===== config.mk =====
export PLATFORM = sky130hd
export DESIGN_NAME = rates_unpacker
export DESIGN_NICKNAME = d
export VERILOG_FILES = /design/src/rtl/rates_pack.sv /design/src/rtl/rates_unpacker_slice_sel.sv /design/src/rtl/rates_unpacker.sv
export SDC_FILE = /design/constraint.sdc
export NUM_CORES = 1
export LEC_CHECK = 0
export ABC_CLOCK_PERIOD_IN_PS = 5300
export CORE_MARGIN = 3
export CORE_UTILIZATION = 50
export DETAILED_ROUTE_END_ITERATION = 6
export GPL_TIMING_DRIVEN = 0
export MAX_ROUTING_LAYER = met4
export PLACE_DENSITY = 0.81
export REMOVE_ABC_BUFFERS = 1
export SETUP_SLACK_MARGIN = 0.2
export SYNTH_ARGS = -nofsm -noshare
export SYNTH_HDL_FRONTEND = slang
export SYNTH_SLANG_ARGS = --single-unit

===== constraint.sdc =====
create_clock -name clk -period 5.3 [get_ports clk]
set_input_delay 0.53 -clock clk [delete_from_list [all_inputs] [get_ports clk]]
set_output_delay 0.53 -clock clk [all_outputs]
set_load 0.01 [all_outputs]

===== src/rtl/rates_pack.sv =====
// Shared definitions for the rates datapath: default wide-bus width, the
// unpacker state type and the eop last-slice/empty computation.
package rates_pack;

  localparam int DATA_WIDTH_IN_BYTES = 16;

  typedef enum logic [0:0] {
    IDLE = 1'b0,
    SEND = 1'b1
  } rates_unpacker_state_t;

  typedef struct packed {
    logic [15:0] last;
    logic [15:0] empty;
  } rates_slice_info_t;

  // valid_bytes of 0 cannot occur for power-of-two widths; it is clamped to 1
  // so the subtraction below never wraps.
  function automatic rates_slice_info_t rates_last_slice(input int unsigned valid_bytes,
                                                         input int unsigned out_bytes);
    rates_slice_info_t info;
    int unsigned v;
    int unsigned l;
    v          = (valid_bytes == 0) ? 1 : valid_bytes;
    l          = (v - 1) / out_bytes;
    info.last  = 16'(l);
    info.empty = 16'((l + 1) * out_bytes - v);
    return info;
  endfunction

endpackage


===== src/rtl/rates_unpacker_slice_sel.sv =====
// Combinational selection of one OUT_BYTES slice from a held IN_BYTES beat.
module rates_unpacker_slice_sel #(
  parameter int IN_BYTES  = 16,
  parameter int OUT_BYTES = 4
) (
  input  logic [IN_BYTES*8-1:0]                                                  data,
  input  logic [((IN_BYTES/OUT_BYTES) > 1 ? $clog2(IN_BYTES/OUT_BYTES) : 1)-1:0] idx,
  output logic [OUT_BYTES*8-1:0]                                                 slice
);

  localparam int RATIO = IN_BYTES / OUT_BYTES;
  localparam int IDXW  = (RATIO > 1) ? $clog2(RATIO) : 1;

  always_comb begin
    slice = '0;
    for (int i = 0; i < RATIO; i++) begin
      if (idx == IDXW'(i)) slice = data[i*OUT_BYTES*8 +: OUT_BYTES*8];
    end
  end

endmodule


===== src/rtl/rates_unpacker.sv =====
// Wide-to-narrow stream converter: one held IN_BYTES beat re-emitted as OUT_BYTES slices.
// Optional message counter on output eop transfers: RATES_UNPACKER_MSG_CNT_EN.
//
// state | meaning
// IDLE  | no beat held
// SEND  | beat held, slice idx presented on the output
module rates_unpacker
  import rates_pack::*;
#(
  parameter int IN_BYTES  = DATA_WIDTH_IN_BYTES,
  parameter int OUT_BYTES = 4
) (
  input  logic                         clk,
  input  logic                         rst,
  input  logic [IN_BYTES*8-1:0]        in_data,
  input  logic                         in_valid,
  output logic                         in_ready,
  input  logic                         in_sop,
  input  logic                         in_eop,
  input  logic [$clog2(IN_BYTES)-1:0]  in_empty,
  output logic [OUT_BYTES*8-1:0]       out_data,
  output logic                         out_valid,
  input  logic                         out_ready,
  output logic                         out_sop,
  output logic                         out_eop,
  output logic [$clog2(OUT_BYTES)-1:0] out_empty
`ifdef RATES_UNPACKER_MSG_CNT_EN
  ,
  output logic [31:0]                  msg_count
`endif
);

  localparam int RATIO = IN_BYTES / OUT_BYTES;
  localparam int IDXW  = (RATIO > 1) ? $clog2(RATIO) : 1;
  localparam int EW    = $clog2(OUT_BYTES);
  localparam logic [IDXW-1:0] LAST_FULL = IDXW'(RATIO - 1);

  if (OUT_BYTES < 2 || (IN_BYTES % OUT_BYTES) != 0) begin : g_bad_cfg
    $error("rates_unpacker: OUT_BYTES must be >= 2 and divide IN_BYTES");
  end

  rates_unpacker_state_t state;
  logic [IN_BYTES*8-1:0] held_data;
  logic                  held_sop;
  logic                  held_eop;
  logic [IDXW-1:0]       last;
  logic [EW-1:0]         last_empty;
  logic [IDXW-1:0]       idx;

  rates_slice_info_t     load_info;
  logic [IDXW-1:0]       load_last;
  logic [EW-1:0]         load_empty;
  logic                  in_xfer;
  logic                  out_xfer;
  logic                  at_last;

  // Last slice and its empty count are resolved at load time so the output
  // side only ever compares idx against a register.
  always_comb begin
    load_info  = rates_last_slice(unsigned'(IN_BYTES - int'(in_empty)), unsigned'(OUT_BYTES));
    load_last  = in_eop ? load_info.last[IDXW-1:0] : LAST_FULL;
    load_empty = in_eop ? load_info.empty[EW-1:0] : '0;
  end

  assign at_last   = (idx == last);
  assign out_valid = (state == SEND);
  assign in_ready  = !rst && ((state == IDLE) || (at_last && out_ready));
  assign in_xfer   = in_valid && in_ready;
  assign out_xfer  = out_valid && out_ready;

  always_ff @(posedge clk or posedge rst) begin
    if (rst) begin
      state      <= IDLE;
      held_data  <= '0;
      held_sop   <= 1'b0;
      held_eop   <= 1'b0;
      last       <= '0;
      last_empty <= '0;
      idx        <= '0;
    end else if (in_xfer) begin
      state      <= SEND;
      held_data  <= in_data;
      held_sop   <= in_sop;
      held_eop   <= in_eop;
      last       <= load_last;
      last_empty <= load_empty;
      idx        <= '0;
    end else if (out_xfer) begin
      if (at_last) begin
        state <= IDLE;
        idx   <= '0;
      end else begin
        idx <= idx + 1'b1;
      end
    end
  end

  rates_unpacker_slice_sel #(
    .IN_BYTES  (IN_BYTES),
    .OUT_BYTES (OUT_BYTES)
  ) u_slice_sel (
    .data  (held_data),
    .idx   (idx),
    .slice (out_data)
  );

  assign out_sop   = out_valid && held_sop && (idx == '0);
  assign out_eop   = out_valid && held_eop && at_last;
  assign out_empty = out_eop ? last_empty : '0;

`ifdef RATES_UNPACKER_MSG_CNT_EN
  always_ff @(posedge clk or posedge rst) begin
    if (rst)                      msg_count <= '0;
    else if (out_xfer && out_eop) msg_count <= msg_count + 32'd1;
  end
`endif

endmodule


==> results.md <==
* Synth Area in XOR/XNOR at 0.00500
* # H-tree levels at 4
* Asr flop ratio synth at 1.00
* Number of top-level pins at 176
* Register-to-Register Path Depth at 6
* Fraction of the cycle the final worst path needs at 0.655
* Count of maximum capacitance violations at 0
* Netlist area before placement at 7010 um2
* Met3 Track Usage GR at 0.0557
* Library cell contributing the largest single delay on the critical path: ha_2
* Top cell types by occurrence after synthesis: 137 x dfrtp_1, 110 x mux2_4, 70 x nand2_1, 68 x a21oi_1, 34 x o21ai_0
* Primary flip-flop cell chosen by synthesis mapping: dfrtp_1
* Minimum clock period at 3.47 ns
* DRT Pass-1 Iters at 5
* Sinks on the clock net at 137
* Biggest fanout along the worst timing path at 33
* Relative slew slack at 0.461
* GPL Wtd Cong at 0.805
* Met1 Track Usage GR at 0.269
* Run status: complete, no violations
* Net total in the final layout at 863
* Post-synthesis mux area share at 0.269
* Cells resized by post-CTS repair at 0
* Post-route core utilization at 0.707
* Combinational family with the most area after synthesis: multiplexers
* Worst IR drop on VDD at 0.334 mV
* Class of the tightest hold or removal check: flip-flop to flip-flop
* Slowest stage delay, CP at 0.72 ns
* # port buffers at 175
* DIE AREA at 15500 um2
* Starting DRC count in detailed routing at 275
* Design internal power at 3.97 mW
* Mapped Cells at 554
* Worst Clk Skew at 0.00883 ns
* Final-report hold violation count at 0
* Final critical-path setup slack at 1.83 ns
* Routed WL per cell at 18.3 um
* Clock input transition at the sequential cells of the worst setup and hold paths at 0.06 ns
* Via total after detailed routing at 4903
* CP Class: flip-flop to primary output
* Nature of the critical path endpoint: primary output
* Count of cell instances traversed by the critical path at 7
* Synthesis-stage register bit count at 137
* Final setup viols at 0
* Avg Synthesized Cell Area at 12.7 um2
* Number of cells on the worst hold path at 1
* Actual transition at the worst max-transition pin at 0.808 ns
* Number of buffer and inverter instances along the worst setup path at 2
* Most frequent CP cell: a21oi_1
* Clock tree from TritonCTS: built
* Share of power burned in registers at 0.330
* Number of antenna violations at the first check in global routing at 0
* Part of the total power dissipated in combinational logic at 0.455
* GR Util met2 at 0.372
* Endpoint arrival time on the critical path at 2.94 ns
* Post-route ant nets at 0
* Total wire length after detailed routing at 16700 um
* Portion of total power attributed to the clock network at 0.215
* Maximum clock path buffer count at 2
* Number of global-route vias before repair at 5456
* Largest net degree at the start of global routing at 78
* Number of buffers created by CTS at 17
* Switching share of total power at 0.311
* Startpoint Class: flip-flop
* Top cells by area, synth: dfrtp_1 49%, mux2_4 24%, a21oi_1 4.9%
* Required time of the critical path at 4.77 ns
* Count of unresolved DRC violations after routing at 0
* Area growth from synthesis to layout at 35.5%
* Largest area contributor in the netlist: dfrtp_1
* Floorplan die width at 124 um
* Critical Path, Cell by Cell: inv_1, ha_2, nand3b_1, a21oi_1, a21oi_1, o21ai_0, clkdlybuf4s50_1
* Row cnt at 42
* Wire length of the first global-routing pass at 27600 um
* Clk Tree Root Cell: clkbuf_16
* Pwr Total at 5.77 mW
* Leak Pwr at 4.29 nW
* Synth Warn # at 0
* Max frequency at 288 MHz
* Compound-gate portion of the synthesized area at 0.0849
* Clock latency on the worst-skew pair at 0.41 ns
* Standard cell core area at 13500 um2
* Setup repair after global routing missed its margin: false
* Synth unique cells at 33
* Adder-cell share of the synthesized area at 0.0107
* Global router's overall resource usage at 0.225
* DP Wirelength at 11400 um
* Worst path top cell family by delay: adder cells
* Total of fill cells in the finished design at 912
* Diodes inserted at 0
* Grt total ovfl at 0
* Number of enable flip-flop cells after synthesis at 0
* Most frequently used cell type in the post-synthesis netlist: dfrtp_1
* Die extent in y at 124 um
* Proportion of netlist area held by the largest area contributor at 0.489
* Simple-Gate Fraction of Synth Area at 0.0864
* Power per unit of standard cell area at 607 nW/um2
* Initial Utilization at 0.521
* Slew Limit Fails at 0
* Share of post-route cells with drive strength above 1 at 0.238
* Drt via density at 5.40
* Post-place setup slack at 2.28 ns
* Setup bufs post-CTS at 0
* Hold buffer count at cts at 0
* P_sw at 1.80 mW
* Busiest layer in global routing: met2
* Seq/Total Area, Yosys at 0.489
-- layer usage --
metal | wire (um) | vias up
li1 | - | 2262
met1 | 6970 | 2456
met2 | 8490 | 156
met3 | 869 | 29
met4 | 326 | 0
met5 | 0 | -
-- path summary, 6_finish.rpt --
kind	from	slack, ns	endpoint
worst max-delay path	idx[0]	1.83	out_data[20]
worst min-delay path	held_data[1]	0.49	held_data[1]
worst max register to register	idx[0]	3.15	held_data[118]
worst min register to register	held_data[1]	0.49	held_data[1]
max in group asynchronous	rst	3.86	held_data[52]
min in group asynchronous	rst	0.65	held_sop
-- power by group through the flow --
stage | logic (mW) | registers (mW) | clock network (mW)
finish | 2.62 | 1.90 | 1.24
global route | 2.83 | 1.97 | 1.30
CTS | 2.65 | 1.90 | 1.26
detailed placement | 2.62 | 1.91 | 0
global placement | 2.55 | 1.86 | 0
floorplan | 1.74 | 1.80 | 0
-- kinds of logic after synthesis --
| kind of cell | after synthesis |
|---|---|
| and+or+nand+nor | 118 |
| xor gates and xnor gates | 4 |
| adders and majority gates | 6 |
| muxes | 131 |
| AOI/OAI and AO/OA | 111 |
| DFF | 137 |
| buffers and inverters | 47 |
-- state kept, by name (all words and copies together), names as in the netlist --
register / count
held_sop: 1
held_data: 128
out_valid: 1
held_eop: 1
idx: 2
last: 2
last_empty: 2
-- final cells by class --
cell class                 instances  area, um2  share of cell area
clock buffer                      24        472              0.0496
clock inverter                     8        143              0.0150
inverter                           7       31.3             0.00329
multi-input combinational        370       3210               0.338
sequential                       137       3430               0.361
tap                              176        220              0.0232
timing repair buffer             186       2000               0.211
-- per-stage QoR --
step,cell area (um2),hold WS [ns],TNS (ns),cells
4_1_cts,9510,0.495,0,908
2_1_floorplan,6650,0.442,0,514
3_3_place_gp,8630,0.463,-218.82,865
6_report,9510,0.491,0,908
3_5_place_dp,8890,0.484,0,876
5_1_grt,9510,0.510,0,908
-- placed cells by master, fill, tap and decap left out, types with 3 or more instances in the layout --
| cell type | netlist | final |
|---|---|---|
| a21o_1 | 3 | 3 |
| a21oi_1 | 68 | 68 |
| and2_1 | 4 | 4 |
| buf_12 | 11 | 7 |
| buf_16 | 0 | 4 |
| bufinv_16 | 0 | 4 |
| clkbuf_1 | 21 | 5 |
| clkbuf_16 | 0 | 17 |
| clkdlybuf4s50_1 | 0 | 175 |
| clkinv_2 | 0 | 3 |
| dfrtp_1 | 137 | 137 |
| ha_2 | 0 | 4 |
| inv_1 | 7 | 6 |
| mux2_2 | 19 | 19 |
| mux2_4 | 110 | 110 |
| nand2_1 | 70 | 70 |
| nand3b_1 | 32 | 32 |
| nor2_1 | 3 | 3 |
| o21ai_0 | 34 | 34 |
| xnor2_1 | 4 | 4 |
-- worst register-to-register path, stage by stage (launching register included) --
cell and delay (ns):
dfrtp_1 0.45, xnor2_1 0.20, a31oi_4 0.32, buf_12 0.24, buf_12 0.23, buf_12 0.22
mux2_2 0.36
Power figures use the tool's default switching activity.
